**config.mk**
```make
export PLATFORM = sky130hd
export DESIGN_NAME = score_scan_controller
export DESIGN_NICKNAME = d
export VERILOG_FILES = /design/src/rtl/score_pkg.sv /design/src/rtl/score_accum.sv /design/src/rtl/score_scan_controller.sv
export SDC_FILE = /design/constraint.sdc
export NUM_CORES = 1
export LEC_CHECK = 0
export CAP_MARGIN = 20
export CORE_ASPECT_RATIO = 0.5
export CORE_MARGIN = 2
export CORE_UTILIZATION = 32
export DETAILED_ROUTE_END_ITERATION = 6
export GPL_ROUTABILITY_DRIVEN = 0
export GPL_TIMING_DRIVEN = 0
export SLEW_MARGIN = 10
export SYNTH_ARGS = -nofsm -noshare
export SYNTH_HDL_FRONTEND = slang
export SYNTH_SLANG_ARGS = --single-unit
```
**constraint.sdc**
```tcl
create_clock -name clk -period 2.2 [get_ports clk]
set_clock_uncertainty 0.2 [all_clocks]
set_input_delay 0.33 -clock clk [delete_from_list [all_inputs] [get_ports clk]]
set_output_delay 0.33 -clock clk [all_outputs]
set_load 0.02 [all_outputs]
```
**src/rtl/score_pkg.sv**
```systemverilog
// Shared constants and FSM state type for the score scan controller.
package score_pkg;

    localparam int unsigned N_CELLS   = 16;
    localparam int unsigned STATE_W   = 4;
    localparam int unsigned VAL_W     = 16;
    localparam int unsigned SCORE_W   = 20;  // holds N_CELLS * 2^14 without overflow
    localparam int unsigned WIN_STATE = 11;  // state code of the 2048 tile
    localparam int unsigned ADDR_W    = $clog2(N_CELLS);

    typedef enum logic [1:0] {
        IDLE,
        ISSUE,
        DRAIN,
        DONE
    } scan_state_t;

endpackage

```
**src/rtl/score_accum.sv**
```systemverilog
// Score accumulator: valid pipe aligned to the 1-cycle decoder latency, a SCORE_W
// adder with synchronous clear, and a running max of the scanned state codes.
module score_accum
    import score_pkg::*;
(
    input  logic               clk,
    input  logic               rst,
    input  logic               clr,
    input  logic               dec_en,
    input  logic [VAL_W-1:0]   dec_value,
    input  logic               track_en,
    input  logic [STATE_W-1:0] track_state,
    output logic [SCORE_W-1:0] acc,
    output logic [STATE_W-1:0] max_tracked
);

    logic               valid_q;
    logic [SCORE_W-1:0] acc_q, acc_d;
    logic [STATE_W-1:0] max_q, max_d;

    // Next-state for accumulator and max tracker; clear wins over update.
    always_comb begin
        acc_d = acc_q;
        max_d = max_q;
        if (clr) begin
            acc_d = '0;
            max_d = '0;
        end else begin
            if (valid_q) begin
                acc_d = acc_q + SCORE_W'(dec_value);
            end
            if (track_en && (track_state > max_q)) begin
                max_d = track_state;
            end
        end
    end

    // State registers; valid_q marks the cycle the decoder result lands.
    always_ff @(posedge clk) begin
        if (!rst) begin
            valid_q <= 1'b0;
            acc_q   <= '0;
            max_q   <= '0;
        end else begin
            valid_q <= dec_en;
            acc_q   <= acc_d;
            max_q   <= max_d;
        end
    end

    assign acc         = acc_q;
    assign max_tracked = max_q;

endmodule

```
**src/rtl/score_scan_controller.sv**
```systemverilog
// Scans every board cell through the external tile-value decoder and reports the
// score, highest tile state and win flag with a one-cycle done pulse.
// Optional SCORE_HIGH_SCORE_EN adds best_score / new_best high-score tracking.
module score_scan_controller
    import score_pkg::*;
(
    input  logic               clk,
    input  logic               rst,
    input  logic               start,
    output logic [ADDR_W-1:0]  cell_addr,
    input  logic [STATE_W-1:0] cell_state,
    output logic               dec_en,
    output logic [STATE_W-1:0] dec_state,
    input  logic [VAL_W-1:0]   dec_value,
    output logic               busy,
    output logic               done,
    output logic [SCORE_W-1:0] score,
    output logic [STATE_W-1:0] max_state,
    output logic               win
`ifdef SCORE_HIGH_SCORE_EN
    ,
    output logic [SCORE_W-1:0] best_score,
    output logic               new_best
`endif
);

    localparam logic [ADDR_W-1:0]  LastAddr = ADDR_W'(N_CELLS - 1);
    localparam logic [STATE_W-1:0] WinCode  = STATE_W'(WIN_STATE);

    scan_state_t        state_q, state_d;
    logic [ADDR_W-1:0]  addr_q, addr_d;
    logic [SCORE_W-1:0] score_q, score_d;
    logic [STATE_W-1:0] max_q, max_d;
    logic               win_q, win_d;
    logic               acc_clr, track_en;
    logic [SCORE_W-1:0] acc;
    logic [STATE_W-1:0] max_tracked;
`ifdef SCORE_HIGH_SCORE_EN
    logic [SCORE_W-1:0] best_q, best_d;
    logic               new_best_c;
`endif

    score_accum u_accum (
        .clk         (clk),
        .rst         (rst),
        .clr         (acc_clr),
        .dec_en      (dec_en),
        .dec_value   (dec_value),
        .track_en    (track_en),
        .track_state (cell_state),
        .acc         (acc),
        .max_tracked (max_tracked)
    );

    // FSM next-state, address counter and result capture.
    always_comb begin
        state_d   = state_q;
        addr_d    = addr_q;
        score_d   = score_q;
        max_d     = max_q;
        win_d     = win_q;
        dec_en    = 1'b0;
        dec_state = '0;
        busy      = 1'b1;
        done      = 1'b0;
        acc_clr   = 1'b0;
        track_en  = 1'b0;
`ifdef SCORE_HIGH_SCORE_EN
        best_d     = best_q;
        new_best_c = 1'b0;
`endif
        unique case (state_q)
            IDLE: begin
                busy = 1'b0;
                if (start) begin
                    acc_clr = 1'b1;
                    addr_d  = '0;
                    state_d = ISSUE;
                end
            end
            ISSUE: begin
                dec_en    = 1'b1;
                dec_state = cell_state;
                track_en  = 1'b1;
                if (addr_q == LastAddr) begin
                    addr_d  = '0;
                    state_d = DRAIN;
                end else begin
                    addr_d = addr_q + ADDR_W'(1);
                end
            end
            DRAIN: begin
                // Last cell's decoder result is accumulated this cycle.
                state_d = DONE;
            end
            DONE: begin
                done    = 1'b1;
                score_d = acc;
                max_d   = max_tracked;
                win_d   = (max_tracked >= WinCode);
`ifdef SCORE_HIGH_SCORE_EN
                new_best_c = (acc > best_q);
                if (new_best_c) begin
                    best_d = acc;
                end
`endif
                state_d = IDLE;
            end
            default: state_d = IDLE;
        endcase
    end

    // State and result registers with synchronous active-low reset.
    always_ff @(posedge clk) begin
        if (!rst) begin
            state_q <= IDLE;
            addr_q  <= '0;
            score_q <= '0;
            max_q   <= '0;
            win_q   <= 1'b0;
`ifdef SCORE_HIGH_SCORE_EN
            best_q  <= '0;
`endif
        end else begin
            state_q <= state_d;
            addr_q  <= addr_d;
            score_q <= score_d;
            max_q   <= max_d;
            win_q   <= win_d;
`ifdef SCORE_HIGH_SCORE_EN
            best_q  <= best_d;
`endif
        end
    end

    assign cell_addr = addr_q;
    assign score     = score_q;
    assign max_state = max_q;
    assign win       = win_q;
`ifdef SCORE_HIGH_SCORE_EN
    assign best_score = best_q;
    assign new_best   = new_best_c;
`endif

endmodule

```
==> impl_results.md, run 1 <==
* WHS at 0.282 ns
* CP required at 2.18 ns
* Total power at 3.16 mW
* Crit-path max FO at 3
* Post-synth EDFFs at 0
* Vias/cell at 4.70
* Largest net degree at the start of global routing at 18
* Placed insts at 543
* Most common cell after layout, fill and taps aside: dfxtp_1
* Sequential power share at 0.367
* Comb power frac at 0.380
* DP Worst Slack at -0.853 ns
* Max-cap violations at 0
* Slew Limit Headroom at 0.541
* Leading area contributor after synthesis: dfxtp_1
* Setup Viol. Count Final at 7
* H-tree levels at 2
* Die Height at 74.4 um
* Ys flop type: dfxtp_1
* Post-route design area at 4420 um^2
* FF-to-FF path depth at 9
* DR vias at 2670
* Yosys warning total at 0
* Buffers and inverters on the worst path at 0
* Synth area leaders: dfxtp_1, mux2i_1, ha_1, nor2b_1, nor2_1
* Worst Min Path Start: u_accum.acc[19]
* Port Buffer Count at 58
* Routed len/inst at 13.8 um
* Initial antenna violation count at 0
* CP peak stage delay at 0.35 ns
* Die ar. at 10800 um^2
* Failing checks: negative setup slack
* Async SR Flop Fraction at 0
* Setup CP Type: reg2reg
* Starting Density at 0.332
* Post-Synthesis Cells at 350
* CP delay by family, top: compound AO/OA/AOI/OAI gates
* Clk buf depth at 2
* Nets at 481
* Number of global-route vias before repair at 2476
* Placed Area at 3940 um^2
* Final Hold Fails at 0
* Status: finished with violations
* Post-route worst setup slack at -0.209 ns
* Register bit total from synthesis at 56
* Sw Ratio at 0.353
* Later-pin clock latency in the skew report at 0.29 ns
* DRC at 0
* Setup TNS at -1.01 ns
* Post-synthesis sequential area ratio at 0.353
* Num CTS Buffers at 5
* # IOs at 59
* FP Rows at 25
* Internal Power at 2.04 mW
* Fill count at 915
* Hpwl dp at 5640 um
* Drt first-iter violations at 171
* Worst r2r dst: u_accum.acc[14]
* First drt pass iteration count at 4
* Total GRT Usage at 0.150
* Hold Path Stages at 2
* Layout cell share with drive strength beyond 1 at 0.180
* Clock root buffer: clkbuf_16
* Number of diodes at 0
* Crit Reg-Reg Startpoint: u_accum.acc[0]
* Final std cells w/o fill at 568
* Share of the synthesized area in the top cell type at 0.353
* Crit-path slowest cell: fa_2
* Core box area at 9540 um^2
* Detail Route Antenna Nets at 0
* Hold Path End: u_accum.acc[19]
* RSZ-0062 raised after global routing: yes
* Power per cell area at 714 nW/um^2
* Total gr overflow at 0
* Clock tree sinks at 56
* Flop-to-flop setup slack at -0.21 ns
* Clock transition at path regs at 0.07 ns
* Worst path cell trace: ha_4, fa_2, a21o_1, a31o_1, a211oi_4, o21bai_1, xor2_1, mux2i_1, nor2_1
* Ratio of final minimum period to clock period at 1.09
* Worst EP arrival at 2.39 ns
* Die width at 145 um
* Post-Syn Area at 3170 um^2
* Syn Nets at 399
* P&R area growth vs syn at 39.4%
* Crit. End Element: register
* Synth Area per Inst at 9.06 um^2
* Max VDD drop at 307 uV
* Worst-Margin Slew at 0.688 ns
* TritonCTS clock tree: built
* First-pass GRT wire length at 12500 um
* Commonest cells after routing, fill and taps aside: dfxtp_1, clkdlybuf4s50_1, mux2i_1, nor2b_1, nor2_1
* Clock power share at 0.253
* Post-CTS Hold Fix Bufs at 0
* Hold WC Path Type: reg2reg
* Max Slew Vio Count at 0
* Crit start category: register
* F_max at 415 MHz
* Fin crit period at 2.41 ns
* Switching Power at 1.12 mW
* Final Util at 0.464
* Post-synth cell types at 52
* WL final at 7830 um
* Leak at 1.60 nW
## layer usage
metal | share of wire | routed length, um | global-route usage | vias to the layer above
met4 | 0.0041 | 32 | 0.0356 | 0
met3 | 0.051 | 396 | 0.0373 | 2
met5 | 0 | 0 | 0 | -
li1 | - | - | - | 1392
met1 | 0.50 | 3950 | 0.212 | 1229
met2 | 0.44 | 3450 | 0.231 | 47
## cells in the mapped netlist (all sizes together), types with 3 or more instances
library cell / n
ha: 25
mux2i: 40
nor2b: 29
a21boi: 3
xor2: 6
xnor2: 6
inv: 11
a211oi: 4
o21ai: 13
and3: 5
dfxtp: 56
nand2: 23
nand3: 9
o211ai: 3
nand4: 4
a21o: 5
and2: 8
nor2: 29
clkbuf: 8
a21oi: 20
o21bai: 3
buf: 8
nand2b: 5
## worst reg2reg max path, stage by stage (launching register included)
cell and delay (ns):
dfxtp_2 0.34, ha_4 0.16, fa_2 0.35, a21o_1 0.21, a31o_1 0.22, a211oi_4 0.32, o21bai_1 0.14, xor2_1 0.18
mux2i_1 0.13, nor2_1 0.06
## registers in the layout (all words and copies together), names as in the netlist
| register | flops |
|---|---|
| score | 20 |
| u_accum.acc | 20 |
| u_accum.max_tracked | 4 |
| state_q | 2 |
| win | 1 |
| max_state | 4 |
| cell_addr | 4 |
| u_accum.valid_q | 1 |
## worst max-delay path by stage
stage	end	slack [ns]	from	cells past startpoint
detailed placement	u_accum.acc[14]	-0.85	dec_value[0]	10
finish	u_accum.acc[14]	-0.21	u_accum.acc[0]	9
global placement	u_accum.acc[18]	-0.83	dec_value[0]	10
floorplan	u_accum.acc[8]	-0.13	dec_value[0]	9
global route	u_accum.acc[18]	-0.30	u_accum.acc[0]	9
CTS	u_accum.acc[18]	-0.23	u_accum.acc[0]	9
## logic make-up (layout without fill, tap and decap cells)
family | after synthesis | after routing | synth area share
AND/OR/NAND/NOR | 122 | 122 | 0.200
AO/OA/AOI/OAI | 67 | 67 | 0.146
flip-flops | 56 | 56 | 0.353
multiplexers | 40 | 40 | 0.126
buffers and inverters | 27 | 110 | 0.0355
adder cells (fa/ha/maj) | 26 | 26 | 0.105
XOR/XNOR | 12 | 12 | 0.0331
## what timing repair did
item / 4_1_cts / 5_1_grt
setup endpoints to repair: 23 / 31
hold endpoints to repair: 0 / 0
pin swaps: 20 / 12
gates cloned: 0 / 1
gates resized for setup: 34 / 35
buffers inserted: 9 / 8
## layout make-up
type | instances | area, um^2 | area share
Buffer | 15 | 85.1 | 0.0192
Clock buffer | 6 | 129 | 0.0291
Clock inverter | 2 | 16.3 | 0.00368
Inverter | 11 | 41.3 | 0.00934
Multi-Input combinational cell | 267 | 2160 | 0.489
Sequential cell | 56 | 1130 | 0.255
Tap cell | 135 | 169 | 0.0382
Timing Repair Buffer | 76 | 689 | 0.156
## power by group through the flow
stage	sequential (mW)	clock, mW	combinational (mW)
final	1.16	0.799	1.20
after global routing	1.17	0.869	1.33
after CTS	1.16	0.829	1.12
after detailed placement	1.17	0	1.07
after global placement	1.17	0	1.07
after floorplan	1.17	0	0.743
(Power assumes the default switching activity.)
==> run 2: changes to the inputs <==
Settings changed: CORE_MARGIN 2 to unset, PLACE_DENSITY set to 0.66.
Clock period 2.2 ns to 2 ns, I/O delays scaled along.
==> run 2 against run 1 <==
Net effect:
- combinational power grew 8%
- register-to-register slack got worse by 0.21 ns
- the flow still finishes with violations (negative setup slack)
- global-route usage up 0.31 points
- worst hold slack lost 0.16 ns
- fmax is 0.56% lower
- sequential power grew 10%
- die area decreased by 4.0%
- total power grew 11%
==> impl_results.md, run 2 (synthesized netlist as in run 1, its figures left out) <==
* Setup TNS at -3.24 ns
* Slew Limit Headroom at 0.530
* Total gr overflow at 0
* Die width at 143 um
* Worst path cell trace: ha_4, fa_2, a21o_1, a311o_2, a21oi_4, o21bai_1, or2_0, a31oi_1, nor2_1
* Sequential power share at 0.365
* Nets at 478
* Num CTS Buffers at 5
* Status: finished with violations
* Die ar. at 10300 um^2
* P&R area growth vs syn at 37.7%
* Crit. End Element: register
* Largest net degree at the start of global routing at 20
* Post-CTS Hold Fix Bufs at 0
* Failing checks: negative setup slack
* Flop-to-flop setup slack at -0.42 ns
* FP Rows at 25
* Most common cell after layout, fill and taps aside: dfxtp_1
* Leak at 1.65 nW
* Routed len/inst at 13.6 um
* # IOs at 59
* Drt first-iter violations at 175
* Final Hold Fails at 0
* Clk buf depth at 2
* Crit start category: register
* Power per cell area at 800 nW/um^2
* F_max at 413 MHz
* Number of global-route vias before repair at 2498
* Worst EP arrival at 2.42 ns
* Ratio of final minimum period to clock period at 1.21
* CP peak stage delay at 0.39 ns
* Worst r2r dst: u_accum.acc[8]
* DRC at 0
* Internal Power at 2.24 mW
* Initial antenna violation count at 0
* Crit Reg-Reg Startpoint: u_accum.acc[0]
* Post-route worst setup slack at -0.423 ns
* Detail Route Antenna Nets at 0
* RSZ-0062 raised after global routing: yes
* CP required at 2.00 ns
* Hpwl dp at 5540 um
* Final Util at 0.458
* Max Slew Vio Count at 0
* Commonest cells after routing, fill and taps aside: dfxtp_1, mux2i_1, clkdlybuf4s50_1, nor2b_1, nor2_1
* First-pass GRT wire length at 12300 um
* Hold Path Stages at 3
* FF-to-FF path depth at 9
* Clock tree sinks at 56
* Crit-path slowest cell: fa_2
* Clock power share at 0.264
* Clock root buffer: clkbuf_16
* Total power at 3.49 mW
* WL final at 7680 um
* Layout cell share with drive strength beyond 1 at 0.179
* Max VDD drop at 383 uV
* Total GRT Usage at 0.153
* Worst Min Path Start: cell_state[0]
* Later-pin clock latency in the skew report at 0.30 ns
* Port Buffer Count at 58
* Max-cap violations at 0
* H-tree levels at 2
* Crit-path max FO at 3
* Hold WC Path Type: in2reg
* Worst-Margin Slew at 0.705 ns
* Number of diodes at 0
* Core box area at 9540 um^2
* TritonCTS clock tree: built
* Die Height at 72.4 um
* First drt pass iteration count at 4
* Clock transition at path regs at 0.08 ns
* Setup Viol. Count Final at 13
* Fin crit period at 2.42 ns
* Hold Path End: u_accum.max_tracked[0]
* Vias/cell at 4.75
* Comb power frac at 0.371
* Buffers and inverters on the worst path at 0
* DR vias at 2684
* Setup CP Type: reg2reg
* Switching Power at 1.25 mW
* CP delay by family, top: compound AO/OA/AOI/OAI gates
* Sw Ratio at 0.358
* Starting Density at 0.332
run 2: worst max-delay path by stage:
stage,slack (ns),cells after the start,startpoint,to
after floorplan,-0.32,9,u_accum.acc[0],u_accum.acc[8]
after global placement,-0.96,10,dec_value[0],u_accum.acc[18]
after detailed placement,-0.96,10,dec_value[0],u_accum.acc[14]
after CTS,-0.45,9,u_accum.acc[0],u_accum.acc[8]
after global routing,-0.53,9,u_accum.acc[0],u_accum.acc[8]
final,-0.42,9,u_accum.acc[0],u_accum.acc[8]
run 2: area by class of cell:
class                   instances  area [um^2]
clock inverters                 3         25.0
inverters                      11         41.3
fillers                       932         5170
flip-flops and latches         56         1130
repair buffers                 72          659
multi-input cells             267         2120
plain buffers                  16          100
well taps                     135          169
clock buffers                   5          125
run 2: layer usage:
| layer | routed length, um | GRT usage | vias to the layer above |
|---|---|---|---|
| met5 | 0 | 0 | - |
| met4 | 99 | 0.0394 | 0 |
| met3 | 327 | 0.0290 | 10 |
| met2 | 3270 | 0.240 | 42 |
| met1 | 3990 | 0.215 | 1247 |
| li1 | - | - | 1385 |
run 2: through the flow:
stage               cell area [um^2]  setup slack (ns)  hold WS (ns)  instances
detailed placement              3970            -0.962         0.270        543
global route                    4370            -0.529         0.166        565
finish                          4370            -0.423         0.119        565
CTS                             4300            -0.447         0.281        561
floorplan                       3220            -0.318         0.246        350
global placement                3970            -0.961         0.259        543
run 2: power groups by stage:
stage	combinational, mW	clock [mW]	sequential (mW)
after floorplan	0.825	0	1.28
after global placement	1.17	0	1.29
after detailed placement	1.18	0	1.30
after CTS	1.26	0.939	1.28
after global routing	1.42	0.987	1.29
final	1.30	0.922	1.28
run 2: worst register-to-register path: stages, from the launching register on:
cell	delay (ns)
dfxtp_4	0.35
ha_4	0.16
fa_2	0.39
a21o_1	0.20
a311o_2	0.36
a21oi_4	0.15
o21bai_1	0.09
or2_0	0.20
a31oi_1	0.17
nor2_1	0.05
run 2: what timing repair did:
action,4_1_cts,5_1_grt
cloned,0,0
setup buffers,10,4
resized for setup,61,14
pin swaps,16,1
setup endpoints to repair,27,22
